<file path="config.mk">
export PLATFORM = sky130hd
export DESIGN_NAME = muladd_seq
export DESIGN_NICKNAME = d
export VERILOG_FILES = /design/src/rtl/muladd_seq.sv
export SDC_FILE = /design/constraint.sdc
export NUM_CORES = 1
export LEC_CHECK = 0
export CAP_MARGIN = 20
export CORE_UTILIZATION = 25
export CTS_CLUSTER_DIAMETER = 120
export CTS_CLUSTER_SIZE = 16
export DETAILED_ROUTE_END_ITERATION = 8
export MAX_ROUTING_LAYER = met4
export PLACE_DENSITY = 0.52
export SLEW_MARGIN = 30
export SYNTH_ARGS = -nofsm -noshare
export SYNTH_HDL_FRONTEND = slang
export SYNTH_SLANG_ARGS = --single-unit
export TNS_END_PERCENT = 100
</file>
<file path="constraint.sdc">
create_clock -name clk -period 5.45 [get_ports clk]
set_input_delay 0.545 -clock clk [delete_from_list [all_inputs] [get_ports clk]]
set_output_delay 0.545 -clock clk [all_outputs]
set_load 0.005 [all_outputs]
</file>
<file path="src/rtl/muladd_seq.sv">
// Sequential shift-and-add multiply-accumulate: y = q*b + r, one quotient bit per clock.
// Rebuilds a divider's dividend from (quotient, divisor, remainder) to check the divider.
module muladd_seq #(
    parameter int width = 6
) (
    input  logic               clk,
    input  logic               rst_n,
    input  logic               start,
    input  logic [width-1:0]   q,
    input  logic [width-1:0]   b,
    input  logic [width-1:0]   r,
    output logic               busy,
    output logic               done,
    output logic [2*width-1:0] y
);
    localparam int cw = (width > 1) ? $clog2(width) : 1;

    typedef enum logic [1:0] {IDLE, RUN, DONE} state_t;

    state_t               state, state_nxt;
    logic [width-1:0]     q_reg, b_reg;
    logic [2*width-1:0]   acc, acc_sum, b_ext;
    logic [cw-1:0]        cnt;
    logic                 last;

    assign last  = (cnt == cw'(width - 1));
    assign b_ext = {{width{1'b0}}, b_reg};
    // Partial product for this bit; the final sum is what lands in y.
    assign acc_sum = q_reg[0] ? acc + (b_ext << cnt) : acc;

    always_ff @(posedge clk or negedge rst_n) begin
        if (!rst_n) state <= IDLE;
        else        state <= state_nxt;
    end

    always_comb begin
        state_nxt = state;
        busy      = 1'b0;
        done      = 1'b0;
        case (state)
            IDLE: if (start) state_nxt = RUN;
            RUN: begin
                busy = 1'b1;
                if (last) state_nxt = DONE;
            end
            DONE: begin
                done      = 1'b1;
                state_nxt = IDLE;
            end
            default: state_nxt = IDLE;
        endcase
    end

    always_ff @(posedge clk or negedge rst_n) begin
        if (!rst_n) begin
            q_reg <= '0;
            b_reg <= '0;
            acc   <= '0;
            cnt   <= '0;
            y     <= '0;
        end else begin
            case (state)
                IDLE: if (start) begin
                    q_reg <= q;
                    b_reg <= b;
                    acc   <= {{width{1'b0}}, r};
                    cnt   <= '0;
                end
                RUN: begin
                    acc   <= acc_sum;
                    q_reg <= q_reg >> 1;
                    cnt   <= cnt + cw'(1);
                    if (last) y <= acc_sum;
                end
                default: ;
            endcase
        end
    end
endmodule

</file>
=== After elaboration in Yosys (flattened, before gate mapping) ===
Cells that the tools add are included.

* Register bits: 41
* Bits in latches: 0
* RAM bits: 0
* Bits in read-only memories: 0
* Input port bits: 21
* Output and inout bits: 14
* Memories: 0

* Add/sub/neg operators: 2
* $mul: 0
* Divide/modulo/power cells: 0
* $lt $le $gt $ge: 0
* Equality and inequality tests: 5
* Shifts and indexed selects: 1
* Mux-type cells: 12
* Bitwise gates (word level): 0
* Reduce and logical (&&, ||, !) cells: 6

{| class="wikitable"
|+ Operator list
! kind !! count
|-
| two-way mux 12 bit || 2
|-
| one-hot mux 12 bit (2 select lines) || 1
|-
| adder 12 bit || 1
|-
| one-hot mux 6 bit (2 select lines) || 1
|-
| << shifter 6 x 3 -> 12 bit || 1
|-
| AND reduction 2 bit || 4
|-
| two-way mux 6 bit || 1
|-
| one-hot mux 3 bit (2 select lines) || 1
|-
| two-way mux 2 bit || 2
|-
| inequality test 2 bit, second input constant || 2
|-
| one-hot mux 2 bit (2 select lines) || 1
|-
| adder 3 x 1 -> 3 bit, second input constant || 1
|-
| equality test 3 bit, second input constant || 1
|-
| two-way mux 3 bit || 1
|-
| equality test 2 x 1 -> 1 bit, second input constant || 1
|-
| equality test 2 bit, second input constant || 1
|-
| zero test 2 bit || 1
|-
| two-way mux 1 bit || 2
|-
| nonzero test 2 bit || 1
|}

=== Logic depth before layout (Yosys ltp) ===
* Depth in word-level cells: 4
* Gate-level depth with buffers: 14
* Depth with buffers taken out: 13

=== Worst setup path before layout ===
OpenSTA, ideal clock, no wires.

* Kind: flip-flop to flip-flop
* Start point: reg cnt[1]
* End point: reg y[11]
* Setup time: 0.124 ns
* Data arrival time: 2.820 ns
* Slack: 2.506 ns
* Stages on the path, launching flop included: 14
* Clock period less this slack: 2.944 ns
* Cell sequence: dfrtp_1 -> clkbuf_1 -> mux2i_1 -> nor2_1 -> a31oi_1 -> a21oi_1 -> ha_1 -> a211o_1 -> a21oi_4 -> o2bb2ai_2 -> o31ai_4 -> xnor2_2 -> a21oi_1 -> a211o_1

* Cells in the longest elaborated chain, start to end: 3
* Elaborated cells on any way between the ends: 5
* Classes of those cells: add/sub (1); eq/ne (1); shift (1); mux (1); reduce/logical (1)

{| class="wikitable"
|+ RTL lines
! item !! line !! source
|-
| from (decl) || 23 || <nowiki>logic [cw-1:0] cnt;</nowiki>
|-
| from (signal assigned) || 72 || <nowiki>cnt <= cnt + cw'(1);</nowiki>
|-
| << shifter 6 x 3 -> 12 bit || 29 || <nowiki>assign acc_sum = q_reg[0] ? acc + (b_ext << cnt) : acc;</nowiki>
|-
| adder 12 bit || 29 ||
|-
| two-way mux 12 bit || 29 ||
|-
| to (signal assigned) || 73 || <nowiki>if (last) y <= acc_sum;</nowiki>
|-
| to (decl) || 14 || <nowiki>output logic [2*width-1:0] y</nowiki>
|}

Several ways; a longest one is shown, not always the timed one.
A chain may end at the register's enable or synchronous reset.

=== Worst setup path in the final report ===
Same ends and word-level chain as after synthesis.

==> summary.md <==
The flow ran to the end, and the final reports show no timing, DRC or antenna violations. At the later pin of the worst-skew pair, clock insertion delay measures 0.29 ns. The logs give 0 for the count of warnings emitted by yosys and 0 for the number of instances resized during post-cts repair. The die outline height is 102 um. The tools report the post-synth design cell area as 2480 sq um. The logs give 0 for the number of antenna violations at the first check in global routing and 4390 um for the HPWL after detailed placement. Max-cap violations in this run came to 0.

The total number of placement rows is 36, and the setup clock skew after layout is 0.00846 ns. The run gives 2072 as the number of global-route vias before repair. Multiplexer cells account for 5.89% of the synthesized area.

Of the cells placed in the final design, the portion with a size suffix greater than 1 is 7.47%. The dominant synthesized flop cell was dfrtp_1. TritonCTS built the clock tree.

In the final timing run, aggregate negative setup slack is 0 ns. The area share of fa/ha/maj cells after synthesis is 7.36%, and the share of the clock period used by the worst path is 57.9%. The first-pass iteration count of the detailed router is 4. The clock net in this run drives a total of 41 sinks. In the routed design, unresolved DRC markers number 0. The routed wire length per instance is 13.8 um. Power comes to 1.94 mW.

The cell leakage power was 1.37 nW; the post-route minimum period was 3.16 ns. For this design the top-level I/O count stands at 35. Beginning of the critical path: cnt[1]. The tools report the remaining global-route overflow as 0. The worst setup path is launched from a register.

The synthesized netlist devotes 18.6% of its cell area to simple gates. Total track usage: 13.4%. The die outline width was 102 um; the normalized max-slew margin was 52.9%. In this run the cell area measured after placement is 2940 sq um. Number of placed instances with taps included: 433. The run gives 441 as the post-route non-filler standard cell count. The detailed router placed 2038 vias in this run.

The logs give 0.233 ns for the worst hold slack after final layout and 91 for the number of DRC markers after the initial detailed-route iteration. By area, the combinational part of the netlist is dominated by compound AO/OA/AOI/OAI gates. Counting every net in the synthesized netlist gives 312.

The netlist uses 46 different library cells. Dividing the synthesized area by the synthesized cell count gives 8.97 sq um. Data on the critical path arrives at its endpoint at 3.34 ns. At the pin with the least slew margin, the transition time is 0.706 ns. Wires add up to 6080 um. Per-cell via count in the routed design: 4.62.

The final-report hold violation count is 0. The first global-routing pass estimated 10200 um of wire. The startpoint identified for the worst register-to-register timing path is cnt[1]. Static timing analysis puts the maximum clock frequency at 317 MHz. The worst-case IR drop observed on VDD is 169 uV.

Counting flops with a built-in enable in the synthesized netlist gives 0. OpenSTA, run right after detailed placement, puts the worst setup slack at 2.31 ns. The clock-pin transition on the worst setup and hold timing paths works out to 0.09 ns. In this run, synthesis produced a sequential element count of 41. Entering global routing, the biggest net connects 42 pins. The filler cell count in the final layout is 1028.

The share of Yosys cell area claimed by the top area cell type is 41.3%, and the fraction of registers with async set/reset is 100%. The logs give 2 for the largest buffer count on any clock path and 0 for the setup violation total in the final timing report. The logs give 2.29 ns for the worst-case register-to-register setup slack and 0 for the antenna diode count.

The area of the core was 9680 sq um; the utilization after layout was 31.3%. The number of clock buffers added by TritonCTS is 5. Remaining antenna violation count after routing: 0. During placement, the flow inserted port buffers numbering 34.

The area share of xor/xnor cells in the synthesized design came out at 3.48%. After routing the design area is 3030 sq um. Setup repair after global routing left no endpoint under its margin.

The classification of the worst-slack hold path was in -> async. Routability-driven placement finished with a final weighted congestion of 0.834. STA classifies the critical path endpoint as a register. The number of nets in the layout was 342; the number of levels the H-tree was split into was 2. The most repeated cell in the gate-level netlist after synthesis was nand2_1.

The maximum fanout along the worst path was 13; the share of the synthesized area in compound gates (AO/OA/AOI/OAI) was 20.1%. In the final layout, the registers with the most flip-flops are acc x12, y x12. The area enclosed by the die boundary is 10300 sq um, and the worst endpoint required time is 5.64 ns. The root buffer cell chosen for the clock tree is clkbuf_8.

The tools report the post-cts hold buffer count as 0. Initial core utilization: 25.6%. The biggest area contributor in the post-synthesis netlist is dfrtp_1.

The critical path class was reg -> reg. Dividing total power by cell area gives a power density of 640 nW/um^2. By area the synthesized netlist is led by dfrtp_1 41%, nand2_1 8.6%, ha_1 6.5%, o21ai_0 4.8%, mux2i_1 3.6%. Synthesis handed over a netlist of 277 instances. By count the netlist is led by 57 x nand2_1, 41 x dfrtp_1, 24 x nor2_1, 24 x o21ai_0. The logs give 0 for the final number of max-transition violations and 41.3% for the share of the yosys chip area belonging to registers. The post-layout worst setup margin is 2.29 ns, and the area growth from synthesis to final layout is 22.2%. The post-CTS setup buffer count came out at 0.
## final timing paths
path                                  to  cells after the start
worst max-delay path               y[11]                     13
worst min-delay path            q_reg[3]                      1
worst max register to register     y[11]                     13
worst min register to register      y[5]                      2
max in group asynchronous       b_reg[5]                      1
min in group clk                    y[5]                      2
## power breakdown
group | total [mW] | switching, mW | internal [mW]
sequential | 0.594 | 0.148 | 0.446
combinational | 1.15 | 0.633 | 0.512
clock | 0.202 | 0.112 | 0.0904
total | 1.94 | 0.893 | 1.05
## area by class of cell
class | count | area (sq um) | area share (%)
well taps | 133 | 166 | 5.48
clock inverters | 2 | 15.0 | 0.495
flip-flops and latches | 41 | 1030 | 33.8
inverters | 9 | 33.8 | 1.11
clock buffers | 6 | 72.6 | 2.39
multi-input cells | 215 | 1380 | 45.3
repair buffers | 35 | 345 | 11.4
## metal layers
layer | part of all wire [%] | up-vias | global-route usage, %
met5 | 0 | - | -
met2 | 46 | 43 | 21.3
met1 | 49 | 966 | 17.3
met3 | 4.4 | 2 | 2.76
met4 | 0.63 | 0 | 3.34
li1 | - | 1027 | -
## placed cells by master, fill, tap and decap left out, types with 2 or more instances in the layout
master           synthesis  routed
a211o_1                  2       2
a211oi_1                 3       3
a21oi_1                 13      13
a221o_1                  2       2
a22o_1                   3       3
a22oi_1                  3       3
and2_1                   3       3
and3_1                   5       5
buf_4                    0       2
clkbuf_8                 0       5
clkdlybuf4s50_1          0      33
clkinvlp_4               0       2
dfrtp_1                 41      41
ha_1                    13      13
inv_1                    7       7
mux2_2                   5       5
mux2i_1                  9       9
nand2_1                 57      57
nand2b_1                 2       2
nand3_1                  5       5
nand4_1                  2       2
nor2_1                  24      24
nor2b_1                  2       2
nor3_1                   3       3
o21a_1                   3       3
o21ai_0                 24      24
o22ai_1                  7       7
xnor2_1                  2       2
xor2_1                   6       6
## cell families after synthesis
kind of cell             count (synthesis)
adder cells (fa/ha/maj)                 14
XOR/XNOR                                 9
AND/OR/NAND/NOR                        105
flip-flops                              41
buffers and inverters                   21
AO/OA/AOI/OAI                           73
multiplexers                            14
## critical path, stage by stage, from the launching register on
cell and delay, ns:
dfrtp_1 0.61, mux2_2 0.40, nand2_1 0.06, o21ai_0 0.10, nor2_1 0.12, a21oi_1 0.07
ha_1 0.36, a211o_1 0.34, a21oi_4 0.15, o2bb2ai_2 0.14, o31ai_4 0.10, xnor2_2 0.23
a21oi_1 0.10, a211o_1 0.28
(Power assumes the default switching activity.)
